===== src/rtl/mc_control_unit_if.sv =====
// Memory handshake between the multicycle controller (master) and the memory system (slave).
interface mc_control_unit_if;
   logic mem_req;
   logic mem_write;
   logic iord;
   logic mem_ready;

   modport master (output mem_req, output mem_write, output iord, input mem_ready);
   modport slave  (input mem_req, input mem_write, input iord, output mem_ready);
endinterface


===== src/rtl/mc_control_unit.sv =====
// Multicycle MIPS-subset control FSM with memory wait timeout and retired-instruction counter.
// Optional feature: define MC_CTRL_EXT_BRANCH_EN to add bne/blez.
module mc_control_unit #(
   parameter int unsigned MEM_TIMEOUT = 15,
   parameter int unsigned CNT_W       = 16
) (
   input  logic                 clk,
   input  logic                 rst,
   mc_control_unit_if.master    mem,
   input  logic [5:0]           opcode,
   input  logic [5:0]           funct,
   input  logic                 zero,
   input  logic                 a_sign,
   input  logic                 a_nonzero,
   output logic                 ir_write,
   output logic                 reg_write,
   output logic                 reg_dst,
   output logic                 mem_to_reg,
   output logic                 alu_src_a,
   output logic                 pc_en,
   output logic                 imm_zext,
   output logic [1:0]           alu_src_b,
   output logic [1:0]           pc_src,
   output logic [2:0]           alu_control,
   output logic                 halted,
   output logic                 error,
   output logic                 illegal,
   output logic [CNT_W-1:0]     instr_count
);

   localparam logic [5:0] OP_RTYPE = 6'b000000;
   localparam logic [5:0] OP_LW    = 6'b100011;
   localparam logic [5:0] OP_SW    = 6'b101011;
   localparam logic [5:0] OP_ADDI  = 6'b001000;
   localparam logic [5:0] OP_ANDI  = 6'b001100;
   localparam logic [5:0] OP_ORI   = 6'b001101;
   localparam logic [5:0] OP_BEQ   = 6'b000100;
   localparam logic [5:0] OP_BGTZ  = 6'b000111;
   localparam logic [5:0] OP_J     = 6'b000010;
   localparam logic [5:0] OP_HALT  = 6'b111111;
`ifdef MC_CTRL_EXT_BRANCH_EN
   localparam logic [5:0] OP_BNE   = 6'b000101;
   localparam logic [5:0] OP_BLEZ  = 6'b000110;
`endif

   localparam logic [5:0] FN_ADD = 6'b100000;
   localparam logic [5:0] FN_SUB = 6'b100010;
   localparam logic [5:0] FN_AND = 6'b100100;
   localparam logic [5:0] FN_OR  = 6'b100101;
   localparam logic [5:0] FN_SLT = 6'b101010;

   localparam logic [2:0] ALU_ADD = 3'b010;
   localparam logic [2:0] ALU_SUB = 3'b110;
   localparam logic [2:0] ALU_AND = 3'b000;
   localparam logic [2:0] ALU_OR  = 3'b001;
   localparam logic [2:0] ALU_SLT = 3'b111;

   localparam logic [7:0] WAIT_LAST = 8'(MEM_TIMEOUT - 1);

   typedef enum logic [3:0] {
      S_FETCH, S_DECODE, S_MEMADR, S_MEMRD, S_MEMWB, S_MEMWR, S_RTEXEC,
      S_ALUWB, S_IMMEXEC, S_IMMWB, S_BRANCH, S_JUMP, S_HALT, S_ERROR
   } state_t;

   typedef struct packed {
      logic       mem_req;
      logic       mem_write;
      logic       iord;
      logic       alu_src_a;
      logic [1:0] alu_src_b;
      logic [2:0] alu_control;
      logic [1:0] pc_src;
      logic       reg_write;
      logic       reg_dst;
      logic       mem_to_reg;
      logic       imm_zext;
      logic       halted;
      logic       error;
   } ctrl_t;

   function automatic logic funct_legal(input logic [5:0] fn);
      case (fn)
         FN_ADD, FN_SUB, FN_AND, FN_OR, FN_SLT: return 1'b1;
         default:                               return 1'b0;
      endcase
   endfunction

   function automatic logic [2:0] funct_alu(input logic [5:0] fn);
      case (fn)
         FN_SUB:  return ALU_SUB;
         FN_AND:  return ALU_AND;
         FN_OR:   return ALU_OR;
         FN_SLT:  return ALU_SLT;
         default: return ALU_ADD;
      endcase
   endfunction

   function automatic logic [2:0] imm_alu(input logic [5:0] op);
      case (op)
         OP_ANDI: return ALU_AND;
         OP_ORI:  return ALU_OR;
         default: return ALU_ADD;
      endcase
   endfunction

   function automatic logic imm_zext_op(input logic [5:0] op);
      return (op == OP_ANDI) || (op == OP_ORI);
   endfunction

   // An illegal instruction dispatches back to FETCH; that is the only DECODE exit to FETCH.
   function automatic state_t dispatch(input logic [5:0] op, input logic [5:0] fn);
      case (op)
         OP_LW, OP_SW:             return S_MEMADR;
         OP_RTYPE:                 return funct_legal(fn) ? S_RTEXEC : S_FETCH;
         OP_ADDI, OP_ANDI, OP_ORI: return S_IMMEXEC;
         OP_BEQ, OP_BGTZ:          return S_BRANCH;
`ifdef MC_CTRL_EXT_BRANCH_EN
         OP_BNE, OP_BLEZ:          return S_BRANCH;
`endif
         OP_J:                     return S_JUMP;
         OP_HALT:                  return S_HALT;
         default:                  return S_FETCH;
      endcase
   endfunction

   function automatic logic branch_taken(input logic [5:0] op, input logic z,
                                         input logic sgn, input logic nz);
      case (op)
         OP_BEQ:  return z;
         OP_BGTZ: return ~sgn & nz;
`ifdef MC_CTRL_EXT_BRANCH_EN
         OP_BNE:  return ~z;
         OP_BLEZ: return sgn | ~nz;
`endif
         default: return 1'b0;
      endcase
   endfunction

   function automatic ctrl_t ctrl_for(input state_t s, input logic [5:0] op,
                                      input logic [5:0] fn);
      ctrl_t c;
      c             = '0;
      c.alu_control = ALU_ADD;
      case (s)
         S_FETCH:   begin c.mem_req = 1'b1; c.alu_src_b = 2'b01; end
         S_DECODE:  c.alu_src_b = 2'b11;
         S_MEMADR:  begin c.alu_src_a = 1'b1; c.alu_src_b = 2'b10; end
         S_MEMRD:   begin c.mem_req = 1'b1; c.iord = 1'b1; end
         S_MEMWB:   begin c.reg_write = 1'b1; c.mem_to_reg = 1'b1; end
         S_MEMWR:   begin c.mem_req = 1'b1; c.mem_write = 1'b1; c.iord = 1'b1; end
         S_RTEXEC:  begin c.alu_src_a = 1'b1; c.alu_control = funct_alu(fn); end
         S_ALUWB:   begin c.reg_write = 1'b1; c.reg_dst = 1'b1; end
         S_IMMEXEC: begin
            c.alu_src_a   = 1'b1;
            c.alu_src_b   = 2'b10;
            c.alu_control = imm_alu(op);
            c.imm_zext    = imm_zext_op(op);
         end
         S_IMMWB:   begin c.reg_write = 1'b1; c.imm_zext = imm_zext_op(op); end
         S_BRANCH:  begin c.alu_src_a = 1'b1; c.alu_control = ALU_SUB; c.pc_src = 2'b01; end
         S_JUMP:    c.pc_src = 2'b10;
         S_HALT:    c.halted = 1'b1;
         S_ERROR:   c.error = 1'b1;
         default:   c.error = 1'b1;
      endcase
      return c;
   endfunction

   state_t           state_q, state_d;
   logic [7:0]       wait_q, wait_d;
   logic [CNT_W-1:0] instr_count_q, instr_count_d;
   ctrl_t            ctrl_q;
   logic             mem_wait_s;
   logic             pc_en_s;

   // Next state, memory wait counter and timeout escape.
   always_comb begin
      state_d    = state_q;
      mem_wait_s = 1'b0;
      wait_d     = 8'd0;
      case (state_q)
         S_FETCH: begin
            if (mem.mem_ready) state_d = S_DECODE;
            else               mem_wait_s = 1'b1;
         end
         S_DECODE:  state_d = dispatch(opcode, funct);
         S_MEMADR:  state_d = (opcode == OP_LW) ? S_MEMRD : S_MEMWR;
         S_MEMRD: begin
            if (mem.mem_ready) state_d = S_MEMWB;
            else               mem_wait_s = 1'b1;
         end
         S_MEMWR: begin
            if (mem.mem_ready) state_d = S_FETCH;
            else               mem_wait_s = 1'b1;
         end
         S_MEMWB, S_ALUWB, S_IMMWB, S_BRANCH, S_JUMP: state_d = S_FETCH;
         S_RTEXEC:  state_d = S_ALUWB;
         S_IMMEXEC: state_d = S_IMMWB;
         S_HALT:    state_d = S_HALT;
         S_ERROR:   state_d = S_ERROR;
         default:   state_d = S_ERROR;
      endcase
      if (mem_wait_s) begin
         if (wait_q == WAIT_LAST) state_d = S_ERROR;
         else                     wait_d  = wait_q + 8'd1;
      end else begin
         wait_d = 8'd0;
      end
   end

   // Retire count: every arrival in FETCH except from FETCH itself or an illegal DECODE.
   always_comb begin
      if ((state_d == S_FETCH) && (state_q != S_FETCH) && (state_q != S_DECODE))
         instr_count_d = instr_count_q + CNT_W'(1);
      else
         instr_count_d = instr_count_q;
   end

   // State, counters and the Moore outputs of the state being entered.
   always_ff @(posedge clk or posedge rst) begin
      if (rst) begin
         state_q       <= S_FETCH;
         wait_q        <= 8'd0;
         instr_count_q <= '0;
         ctrl_q        <= ctrl_for(S_FETCH, OP_RTYPE, FN_ADD);
      end else begin
         state_q       <= state_d;
         wait_q        <= wait_d;
         instr_count_q <= instr_count_d;
         ctrl_q        <= ctrl_for(state_d, opcode, funct);
      end
   end

   // PC enable depends on same-cycle mem_ready and ALU flags, so it cannot be registered.
   always_comb begin
      case (state_q)
         S_FETCH:  pc_en_s = mem.mem_ready;
         S_BRANCH: pc_en_s = branch_taken(opcode, zero, a_sign, a_nonzero);
         S_JUMP:   pc_en_s = 1'b1;
         default:  pc_en_s = 1'b0;
      endcase
   end

   assign pc_en    = pc_en_s & ~rst;
   assign ir_write = (state_q == S_FETCH) & mem.mem_ready & ~rst;
   assign illegal  = (state_q == S_DECODE) & (dispatch(opcode, funct) == S_FETCH) & ~rst;

   assign mem.mem_req   = ctrl_q.mem_req;
   assign mem.mem_write = ctrl_q.mem_write;
   assign mem.iord      = ctrl_q.iord;
   assign alu_src_a     = ctrl_q.alu_src_a;
   assign alu_src_b     = ctrl_q.alu_src_b;
   assign alu_control   = ctrl_q.alu_control;
   assign pc_src        = ctrl_q.pc_src;
   assign reg_write     = ctrl_q.reg_write;
   assign reg_dst       = ctrl_q.reg_dst;
   assign mem_to_reg    = ctrl_q.mem_to_reg;
   assign imm_zext      = ctrl_q.imm_zext;
   assign halted        = ctrl_q.halted;
   assign error         = ctrl_q.error;
   assign instr_count   = instr_count_q;

endmodule


===== src/flat_wrapper.sv =====
// flat-port wrapper written by rule: the top's interface ports become plain ports
module mc_control_unit_flat 
#(
   parameter int unsigned MEM_TIMEOUT = 15,
   parameter int unsigned CNT_W       = 16
)
  (clk, rst, opcode, funct, zero, a_sign, a_nonzero, ir_write, reg_write, reg_dst, mem_to_reg, alu_src_a, pc_en, imm_zext, alu_src_b, pc_src, alu_control, halted, error, illegal, instr_count, mem_mem_req, mem_mem_write, mem_iord, mem_mem_ready);
  mc_control_unit_if mem_i ();
  input  logic clk;
  input  logic rst;
  input  logic [5:0] opcode;
  input  logic [5:0] funct;
  input  logic zero;
  input  logic a_sign;
  input  logic a_nonzero;
  output logic ir_write;
  output logic reg_write;
  output logic reg_dst;
  output logic mem_to_reg;
  output logic alu_src_a;
  output logic pc_en;
  output logic imm_zext;
  output logic [1:0] alu_src_b;
  output logic [1:0] pc_src;
  output logic [2:0] alu_control;
  output logic halted;
  output logic error;
  output logic illegal;
  output logic [CNT_W-1:0] instr_count;
  output wire logic [$bits(mem_i.mem_req)-1:0] mem_mem_req;
  output wire logic [$bits(mem_i.mem_write)-1:0] mem_mem_write;
  output wire logic [$bits(mem_i.iord)-1:0] mem_iord;
  input wire logic [$bits(mem_i.mem_ready)-1:0] mem_mem_ready;
  assign mem_mem_req = mem_i.mem_req;
  assign mem_mem_write = mem_i.mem_write;
  assign mem_iord = mem_i.iord;
  assign mem_i.mem_ready = mem_mem_ready;
  mc_control_unit #(.MEM_TIMEOUT(MEM_TIMEOUT), .CNT_W(CNT_W)) u_core (.clk(clk), .rst(rst), .mem(mem_i), .opcode(opcode), .funct(funct), .zero(zero), .a_sign(a_sign), .a_nonzero(a_nonzero), .ir_write(ir_write), .reg_write(reg_write), .reg_dst(reg_dst), .mem_to_reg(mem_to_reg), .alu_src_a(alu_src_a), .pc_en(pc_en), .imm_zext(imm_zext), .alu_src_b(alu_src_b), .pc_src(pc_src), .alu_control(alu_control), .halted(halted), .error(error), .illegal(illegal), .instr_count(instr_count));
endmodule

===== config.mk =====
export PLATFORM = sky130hd
export DESIGN_NAME = mc_control_unit_flat
export DESIGN_NICKNAME = d
export VERILOG_FILES = /design/src/rtl/mc_control_unit_if.sv /design/src/rtl/mc_control_unit.sv /design/src/flat_wrapper.sv
export SDC_FILE = /design/constraint.sdc
export NUM_CORES = 1
export LEC_CHECK = 0
export BUFFER_PORTS_ARGS = -buffer_cell sky130_fd_sc_hd__buf_2
export CORE_ASPECT_RATIO = 0.8
export CORE_MARGIN = 2
export CORE_UTILIZATION = 59
export CTS_BUF_LIST = sky130_fd_sc_hd__clkbuf_16
export DETAILED_ROUTE_END_ITERATION = 16
export GPL_ROUTABILITY_DRIVEN = 0
export MAX_ROUTING_LAYER = met4
export PLACE_DENSITY = 0.82
export SYNTH_ARGS = -nofsm -noshare
export SYNTH_HDL_FRONTEND = slang
export SYNTH_SLANG_ARGS = --single-unit

===== constraint.sdc =====
create_clock -name clk -period 5.2 [get_ports clk]
set_input_delay 1.04 -clock clk [delete_from_list [all_inputs] [get_ports clk]]
set_output_delay 1.04 -clock clk [all_outputs]
set_load 0.01 [all_outputs]

==> results of run 1 <==
==> layer usage <==
metal | GRT usage, % | share of wire [%]
met1 | 37.78 | 51
met2 | 32.93 | 43
met3 | 4.913 | 4.8
met4 | 7.366 | 1.5
met5 | - | 0
==> cells by family after synthesis <==
kind of cell,count (synthesis)
buf+inv,29
simple gates,125
xor+xnor,22
flops,45
mux,2
compound gates,41
fa+ha+maj,3
==> through the flow <==
| stage | power [W] | area [um2] | setup slack, ns | instances | hold WS, ns |
|---|---|---|---|---|---|
| floorplan | 0.0003773 | 2534 | 1.620 | 267 | 0.4751 |
| global route | 0.0007075 | 2950 | 1.368 | 369 | 0.5146 |
| detailed placement | 0.0003887 | 2806 | 1.515 | 361 | 0.4859 |
| global placement | 0.0003880 | 2806 | 1.543 | 361 | 0.4517 |
| CTS | 0.0006864 | 2950 | 1.513 | 369 | 0.4961 |
| finish | 0.0006834 | 2950 | 1.548 | 369 | 0.4930 |
==> final timing paths <==
path	start	end	cells past startpoint
min reg2reg	u_core.instr_count[15]	u_core.instr_count[15]	1
min in group asynchronous	rst	u_core.instr_count[1]	2
max in group asynchronous	rst	u_core.alu_src_b[0]	3
min	u_core.instr_count[15]	u_core.instr_count[15]	1
max	rst	ir_write	5
max reg2reg	u_core.state_q[2]	u_core.instr_count[1]	5
==> synthesized netlist by cell type, types with 2 or more instances <==
cell       n  area share (%)
dfrtp_1   42              41
nor2_1    24             3.6
nand2_1   19             2.8
xor2_1    19             6.6
nor3_1    14             2.8
clkbuf_1  13             1.9
inv_1     10             1.5
nand3_1    9             1.8
o21ai_0    8             1.6
and2_1     6             1.5
nor4_2     6             3.0
a21oi_1    5            0.99
nand4_1    5             1.2
nor2b_1    5             1.2
nor3b_1    5             1.5
nor4_1     5             1.2
a211oi_1   4             1.2
nand2b_1   4            0.99
or3_1      4            0.99
and3_1     3            0.74
buf_2      3            0.59
dfstp_2    3             3.1
ha_1       3             1.5
nor4b_1    3             1.0
o21ai_1    3            0.59
xnor2_1    3             1.0
and4_1     2            0.69
nand3b_1   2            0.59
o21a_1     2            0.59
==> worst max-delay path, cell delays in order <==
cell and delay, ns:
buf_2 0.09, clkinv_1 0.59, buf_4 0.51, and4_1 0.23
buf_2 0.14
==> power groups by stage <==
stage | sequential (W) | clock, W | combinational [W]
3_5_place_dp | 0.000357 | 0 | 0.0000321
2_1_floorplan | 0.000357 | 0 | 0.0000207
4_1_cts | 0.000350 | 0.000304 | 0.0000322
6_report | 0.000350 | 0.000301 | 0.0000321
3_3_place_gp | 0.000357 | 0 | 0.0000314
5_1_grt | 0.000350 | 0.000321 | 0.0000368
==> final cells by class <==
cell class                      count  area, um2  area share [%]
Tap cell                           57      71.32           2.417
Multi-Input combinational cell    193       1284           43.51
Clock inverter                      3      18.77          0.6361
Sequential cell                    45       1130           38.30
Inverter                           11      41.29           1.399
Timing Repair Buffer               55      280.3           9.500
Clock buffer                        5      125.1           4.241
==> run_results.csv, run 1 <==
group,metric,value,unit
run_status,outcome,"finished clean",
clock_tree,postCtsHoldBufs,0,
grt,grt_use_total,24.62,%
layout,n_antenna_cell,0,
layout,final_nets,332,
floorplanning,floorplan.initialDensity,61.03,%
layout,layout-drive-gt1-share,25.32,%
layout,final_cell_mix,"53 x buf_2, 42 x dfrtp_1, 24 x nor2_1",
detailed_routing,via_per_inst,5.740,
floorplanning,die-height,62.62,um
timing,slew_viol_final,0,
timing,max_freq,273.9,MHz
detailed_routing,drc_errors,0,
synthesis,synth_flop_cell,"dfrtp_1",
clock_tree,tritoncts,"done",
synthesis,avgSynthCellArea,9.489,um2
timing,fin_setup_tns,0,ns
floorplanning,core,0.004151,mm2
floorplanning,rows,21,
layout,largest_register_ffs,16,
layout,syn2layout_area_growth,16.44,%
floorplanning,dieArea,0.004838,mm2
worst_setup_path,start_kind,"input port",
synthesis,synth_top_family_by_area,"simple AND/OR/NAND/NOR gates",
worst_setup_path,path_class,"in -> out",
grt,grt_max_degree,28,
synthesis,synth_nets,288,
timing,rsz0062_at_grt,"false",
worst_setup_path,endpoint_kind,"output pin",
synthesis,synth-seq-cells,45,
synthesis,synth_edf_count,0,
synthesis,yosysWarnings,0,
detailed_routing,via_count,2118,
worst_setup_path,r2r_slack,2.47,ns
timing,slew_headroom,21.98,%
worst_hold_path,hold_class,"reg -> reg",
synthesis,yosys.area_share.simple,28.84,%
clock_tree,ctsHtreeMaxLevel,2,
clock_tree,cts_root_buf,"clkbuf_16",
grt,gr-total-overflow,0,
pwr,switching_power,0.0001465,W
clock_tree,post_cts_resized,0,
synthesis,synthXorXnorAreaFrac,7.605,%
worst_setup_path,crit_fanout,27,
pwr,p_leak,1.396,nW
synthesis,synthAdderAreaFrac,1.481,%
layout,post-route-util,71.07,%
clock_tree,clk_path_buf_depth,2,
clock_tree,cts_sinks,45,
placed_design,dp_hpwl,3.743,mm
timing,report.final.hold_viol_count,0,
floorplanning,io_pins,54,
detailed_routing,routed_wl,5.332,mm
timing,worst_clock_skew,0.006814,ns
clock_tree,clkLatencyLatePin,0.28,ns
timing,fin_crit,3.652,ns
pwr,pwr-share-clk,44.1,%
pwr,p_sw_share,21.43,%
grt,grt_pass1_vias,1875,
flow_run,cap_violations,0,
synthesis,synth_area,0.002534,mm2
layout,layout_commonest_cell,"buf_2",
pwr,p_int,0.0005369,W
detailed_routing,ant_nets,0,
detailed_routing,wl_per_cell,14.45,um
synthesis,seq_area_frac_synth,44.59,%
synthesis,synth_compound_area_share,11.90,%
synthesis,yosysUniqueCellTypes,62,
pwr,peakVddDrop,0.0001792,V
timing,worstMarginPinSlew,1.161,ns
placed_design,io_buffers,53,
layout,fillCellCount,328,
pwr,combPwrFrac,4.7,%
clock_tree,postCtsSetupRepairBufs,0,
floorplanning,die_w,77.27,um
timing,fin_crit_sh,70.22,%
detailed_routing,drtIter0Drc,196,
clock_tree,clk_pin_slew,0.06,ns
synthesis,syn_inst,267,
detailed_routing,first_pass_iters,4,
pwr,powerDensity,231.6,mW/mm2
timing,final-setup-viol-count,0,
grt,antenna_found_initial,0,
pwr,seqPwrFrac,51.3,%
worst_setup_path,crit_arrival,2.61,ns
synthesis,synthArstFlopShare,100.0,%
synthesis,synthMuxAreaShare,0.8395,%
worst_setup_path,required,4.16,ns
grt,grt_first_pass_wirelength,9.183,mm
clock_tree,numCtsBuffers,5,
Note: power is estimated with default switching activity, not from simulation.
==> run 2, diff against run 1 <==
- CORE_UTILIZATION: 59 -> 49
- PLACE_DENSITY: 0.82 -> 0.73
- clock period: 5.2 -> 3.25 ns (I/O delays scaled with it)
==> run 2 against run 1 <==
- critical path type is now reg -> reg
- register-to-register slack lost 2.2 ns
- critical path depth grew 1
- first-iteration DRC count shrank 32%
- worst setup slack worse by 1.2 ns
- clock power rose by 58%
- wire length grew 3.3%
- cell area grew 0.51%
- total power is 59% higher
- global-route usage shrank 4.1 points
- highest routed layer unchanged
==> run_results.csv, run 2 (same netlist as run 1, synthesis figures left out) <==
group,metric,value,unit
run_status,outcome,"finished clean",
timing,report.final.hold_viol_count,0,
placed_design,dp_slack,0.3100,ns
detailed_routing,drc_errors,0,
pwr,pwr-share-clk,43.7,%
layout,largest_register_ffs,16,
pwr,powerDensity,366.6,mW/mm2
layout,n_antenna_cell,0,
detailed_routing,first_pass_iters,4,
floorplanning,rows,23,
pwr,switching_power,0.0002315,W
layout,fillCellCount,451,
layout,final_nets,334,
floorplanning,floorplan.initialDensity,50.60,%
placed_design,place_area,0.002828,mm2
worst_setup_path,crit_slowest_cell,"nor3_1",
timing,max_freq,339.9,MHz
worst_setup_path,endpoint_kind,"flip-flop",
detailed_routing,via_count,2111,
worst_setup_path,start_kind,"flip-flop",
timing,fin_setup_tns,0,ns
clock_tree,tritoncts,"done",
layout,post-route-util,59.22,%
worst_setup_path,path_buf_inv,0,
pwr,seqPwrFrac,51.6,%
worst_setup_path,path_cells,"nor2_1 -> nand3b_1 -> a211oi_1 -> nor3_1 -> nand2b_1 -> o32ai_1",
layout,layout-drive-gt1-share,25.80,%
floorplanning,core,0.005007,mm2
worst_setup_path,reg2reg_depth,6,
grt,grt_pass1_vias,1902,
timing,slew_headroom,21.83,%
detailed_routing,drtIter0Drc,134,
worst_setup_path,required,3.42,ns
grt,grt_use_total,20.52,%
worst_setup_path,r2r-end,"u_core.reg_write",
worst_setup_path,max_stage_delay,0.95,ns
worst_setup_path,critPathTopFamily,"simple AND/OR/NAND/NOR gates",
pwr,finalPower,0.001087,W
timing,final-setup-viol-count,0,
detailed_routing,wl_per_cell,14.65,um
grt,grt_first_pass_wirelength,9.080,mm
layout,multiInputGateArea,0.001284,mm2
grt,gr-total-overflow,0,
clock_tree,numCtsBuffers,5,
worst_setup_path,crit_fanout,18,
floorplanning,die_w,84.40,um
pwr,combPwrFrac,4.7,%
layout,layout_commonest_cell,"buf_2",
worst_setup_path,r2r_slack,0.31,ns
floorplanning,dieArea,0.005765,mm2
pwr,p_sw_share,21.30,%
placed_design,dp_hpwl,3.864,mm
layout,final_cell_mix,"53 x buf_2, 42 x dfrtp_1, 24 x nor2_1",
pwr,p_leak,1.409,nW
worst_setup_path,r2r-start,"u_core.state_q[2]",
detailed_routing,ant_nets,0,
clock_tree,postCtsSetupRepairBufs,0,
grt,grt_max_degree,29,
detailed_routing,routed_wl,5.510,mm
layout,regArea,0.001130,mm2
flow_run,cap_violations,0,
floorplanning,io_pins,54,
timing,fin_crit_sh,90.52,%
timing,slew_viol_final,0,
clock_tree,post_cts_resized,0,
clock_tree,cts_sinks,45,
timing,worst_clock_skew,0.005404,ns
clock_tree,clk_pin_slew,0.06,ns
worst_setup_path,crit_arrival,3.11,ns
timing,rsz0062_at_grt,"false",
pwr,peakVddDrop,0.0002950,V
floorplanning,die-height,68.32,um
worst_setup_path,path_class,"reg -> reg",
timing,fin_crit,2.942,ns
timing,worstMarginPinSlew,1.164,ns
pwr,p_int,0.0008556,W
worst_hold_path,hold_class,"in -> async",
clock_tree,ctsHtreeMaxLevel,2,
clock_tree,postCtsHoldBufs,0,
timing,setup_ws,0.3079,ns
grt,antenna_found_initial,0,
clock_tree,cts_root_buf,"clkbuf_16",
detailed_routing,via_per_inst,5.614,
placed_design,io_buffers,53,
clock_tree,clk_path_buf_depth,2,
layout,syn2layout_area_growth,17.04,%
layout,stdcell_area,0.002965,mm2
clock_tree,clkLatencyLatePin,0.28,ns
==> run 2: area by class of cell <==
type,instances,share of cell area [%]
inverters,11,1.392
well taps,62,2.616
multi-input cells,193,43.29
repair buffers,57,9.958
clock inverters,3,0.4219
flip-flops and latches,45,38.10
clock buffers,5,4.219
==> run 2: worst max path at each step <==
| stage | slack [ns] | cells past startpoint | startpoint | to |
|---|---|---|---|---|
| after floorplan | 0.45 | 3 | rst | illegal |
| after global placement | 0.34 | 8 | opcode[2] | u_core.instr_count[14] |
| after detailed placement | 0.31 | 8 | opcode[2] | u_core.instr_count[14] |
| after CTS | 0.33 | 6 | u_core.state_q[2] | u_core.reg_write |
| after global routing | 0.09 | 6 | u_core.state_q[2] | u_core.reg_write |
| final | 0.31 | 6 | u_core.state_q[2] | u_core.reg_write |
==> run 2: metrics by stage <==
step,std cells,hold WS [ns]
3_5_place_dp,368,0.4646
3_3_place_gp,368,0.4547
4_1_cts,376,0.3788
6_report,376,0.3645
5_1_grt,376,0.3999
2_1_floorplan,267,0.4751
==> run 2: metal layers <==
metal / up-vias / track usage [%] / wire length [um]
li1: 1036 / - / -
met1: 999 / 30.10 / 2782
met2: 67 / 29.07 / 2328
met3: 9 / 3.981 / 312
met4: 0 / 5.754 / 87
met5: - / - / 0
==> run 2: power by group through the flow <==
stage                     Sequential, W  Clock, W  Combinational, W
after floorplan                0.000571         0         0.0000331
after global placement         0.000571         0         0.0000507
after detailed placement       0.000571         0         0.0000515
after CTS                      0.000560  0.000478         0.0000516
after global routing           0.000560  0.000502         0.0000583
final                          0.000560  0.000475         0.0000512
==> run 3, diff against run 2 <==
- MAX_ROUTING_LAYER: met4 -> unset
==> run 3 against run 2 <==
- combinational power is essentially flat
- total power shrank 0.17%
- wire length decreased by 0.27%
- core utilization stayed put
- sequential cell count unchanged
- die area unchanged
- via count rose by 0.19%
- worst setup slack improved by 0.037 ns
- clock skew is essentially flat
- register-to-register slack gained 0.04 ns
- final cell count is the same
- first-iteration DRC count down 6.7%
==> run_results.csv, run 3 (same netlist as run 1, synthesis figures left out) <==
group,metric,value,unit
pwr,combPwrFrac,4.7,%
pwr,powerDensity,366.0,mW/mm2
clock_tree,postCtsSetupRepairBufs,0,
layout,multiInputGateArea,0.001284,mm2
placed_design,placedCellCount,368,
placed_design,dp_hpwl,3.864,mm
clock_tree,numCtsBuffers,5,
floorplanning,floorplan.initialDensity,50.60,%
grt,grt_pass1_vias,1905,
layout,final_cell_mix,"53 x buf_2, 42 x dfrtp_1, 24 x nor2_1",
detailed_routing,via_count,2115,
worst_setup_path,required,3.42,ns
placed_design,io_buffers,53,
worst_setup_path,reg2reg_depth,6,
clock_tree,clk_path_buf_depth,2,
floorplanning,io_pins,54,
placed_design,place_area,0.002828,mm2
layout,n_antenna_cell,0,
pwr,switching_power,0.0002297,W
worst_setup_path,crit_fanout,18,
detailed_routing,first_pass_iters,5,
layout,fillCellCount,451,
timing,fin_crit_sh,89.40,%
timing,hold_ws,0.3646,ns
layout,post-route-util,59.22,%
timing,slew_headroom,22.95,%
floorplanning,die-height,68.32,um
detailed_routing,wl_per_cell,14.61,um
pwr,p_sw_share,21.17,%
pwr,seqPwrFrac,51.6,%
layout,regArea,0.001130,mm2
clock_tree,tritoncts,"done",
grt,antenna_found_initial,0,
pwr,peakVddDrop,0.0002949,V
grt,grt_first_pass_wirelength,9.073,mm
detailed_routing,drtIter0Drc,125,
pwr,p_leak,1.409,nW
layout,syn2layout_area_growth,17.04,%
worst_setup_path,path_class,"reg -> reg",
grt,gr-total-overflow,0,
worst_setup_path,crit_arrival,3.08,ns
timing,rsz0062_at_grt,"false",
detailed_routing,ant_nets,0,
timing,max_freq,344.2,MHz
floorplanning,die_w,84.40,um
detailed_routing,routed_wl,5.495,mm
timing,worst_clock_skew,0.005261,ns
clock_tree,clk_pin_slew,0.06,ns
clock_tree,post_cts_resized,0,
clock_tree,cts_sinks,45,
detailed_routing,via_per_inst,5.625,
floorplanning,rows,23,
timing,slew_viol_final,0,
layout,layout-drive-gt1-share,25.80,%
worst_hold_path,hold_class,"in -> async",
clock_tree,cts_root_buf,"clkbuf_16",
layout,largest_register_ffs,16,
grt,grt_use_total,19.92,%
timing,report.final.hold_viol_count,0,
floorplanning,core,0.005007,mm2
timing,fin_setup_tns,0,ns
detailed_routing,drc_errors,0,
timing,worstMarginPinSlew,1.147,ns
layout,final_nets,334,
layout,layout_commonest_cell,"buf_2",
clock_tree,clkLatencyLatePin,0.28,ns
worst_setup_path,endpoint_kind,"flip-flop",
timing,final-setup-viol-count,0,
worst_setup_path,start_kind,"flip-flop",
run_status,outcome,"finished clean",
clock_tree,ctsHtreeMaxLevel,2,
timing,fin_crit,2.906,ns
pwr,pwr-share-clk,43.6,%
pwr,p_int,0.0008555,W
flow_run,cap_violations,0,
layout,stdcell_area,0.002965,mm2
grt,grt_max_degree,29,
layout,layout.cells.non_filler,376,
clock_tree,postCtsHoldBufs,0,
floorplanning,dieArea,0.005765,mm2
-- run 3: layout make-up --
| cell class | count | share of cell area (%) |
|---|---|---|
| Clock buffer | 5 | 4.219 |
| Timing Repair Buffer | 57 | 9.958 |
| Clock inverter | 3 | 0.4219 |
| Tap cell | 62 | 2.616 |
| Inverter | 11 | 1.392 |
| Multi-Input combinational cell | 193 | 43.29 |
| Sequential cell | 45 | 38.10 |
-- run 3: metal layers --
metal  vias up  global-route usage, %  share of wire, %
met4         0                  5.754               1.7
met1       996                  30.10                50
met2        71                  29.07                42
li1       1037                      -                 -
met3        11                  3.981               5.5
met5         -                      0                 0
-- run 3: through the flow --
stage | setup slack (ns) | total power [W]
2_1_floorplan | 0.4500 | 0.0006037
3_3_place_gp | 0.3449 | 0.0006213
3_5_place_dp | 0.3100 | 0.0006220
4_1_cts | 0.3276 | 0.001090
5_1_grt | 0.09345 | 0.001119
6_report | 0.3445 | 0.001085
-- run 3: worst max-delay path, cell delays in order (launching register included) --
cell      delay (ns)
dfrtp_1         0.70
nor2_1          0.20
nand3b_1        0.29
a211oi_1        0.10
nor3_1          0.93
nand2b_1        0.22
o32ai_1         0.35
-- run 3: worst paths after layout --
kind	slack, ns	endpoint	startpoint
min	0.36	u_core.mem_to_reg	rst
max reg2reg	0.34	u_core.reg_write	u_core.state_q[2]
max in group asynchronous	2.15	u_core.alu_control[1]	rst
max	0.34	u_core.reg_write	u_core.state_q[2]
min reg2reg	0.46	u_core.instr_count[15]	u_core.instr_count[15]
min in group clk	0.46	u_core.instr_count[15]	u_core.instr_count[15]
-- run 3: power by group through the flow --
stage / Combinational [W] / Clock, W / Sequential (W)
floorplan: 0.0000331 / 0 / 0.000571
global placement: 0.0000507 / 0 / 0.000571
detailed placement: 0.0000515 / 0 / 0.000571
CTS: 0.0000516 / 0.000478 / 0.000560
global route: 0.0000584 / 0.000500 / 0.000560
finish: 0.0000512 / 0.000474 / 0.000560
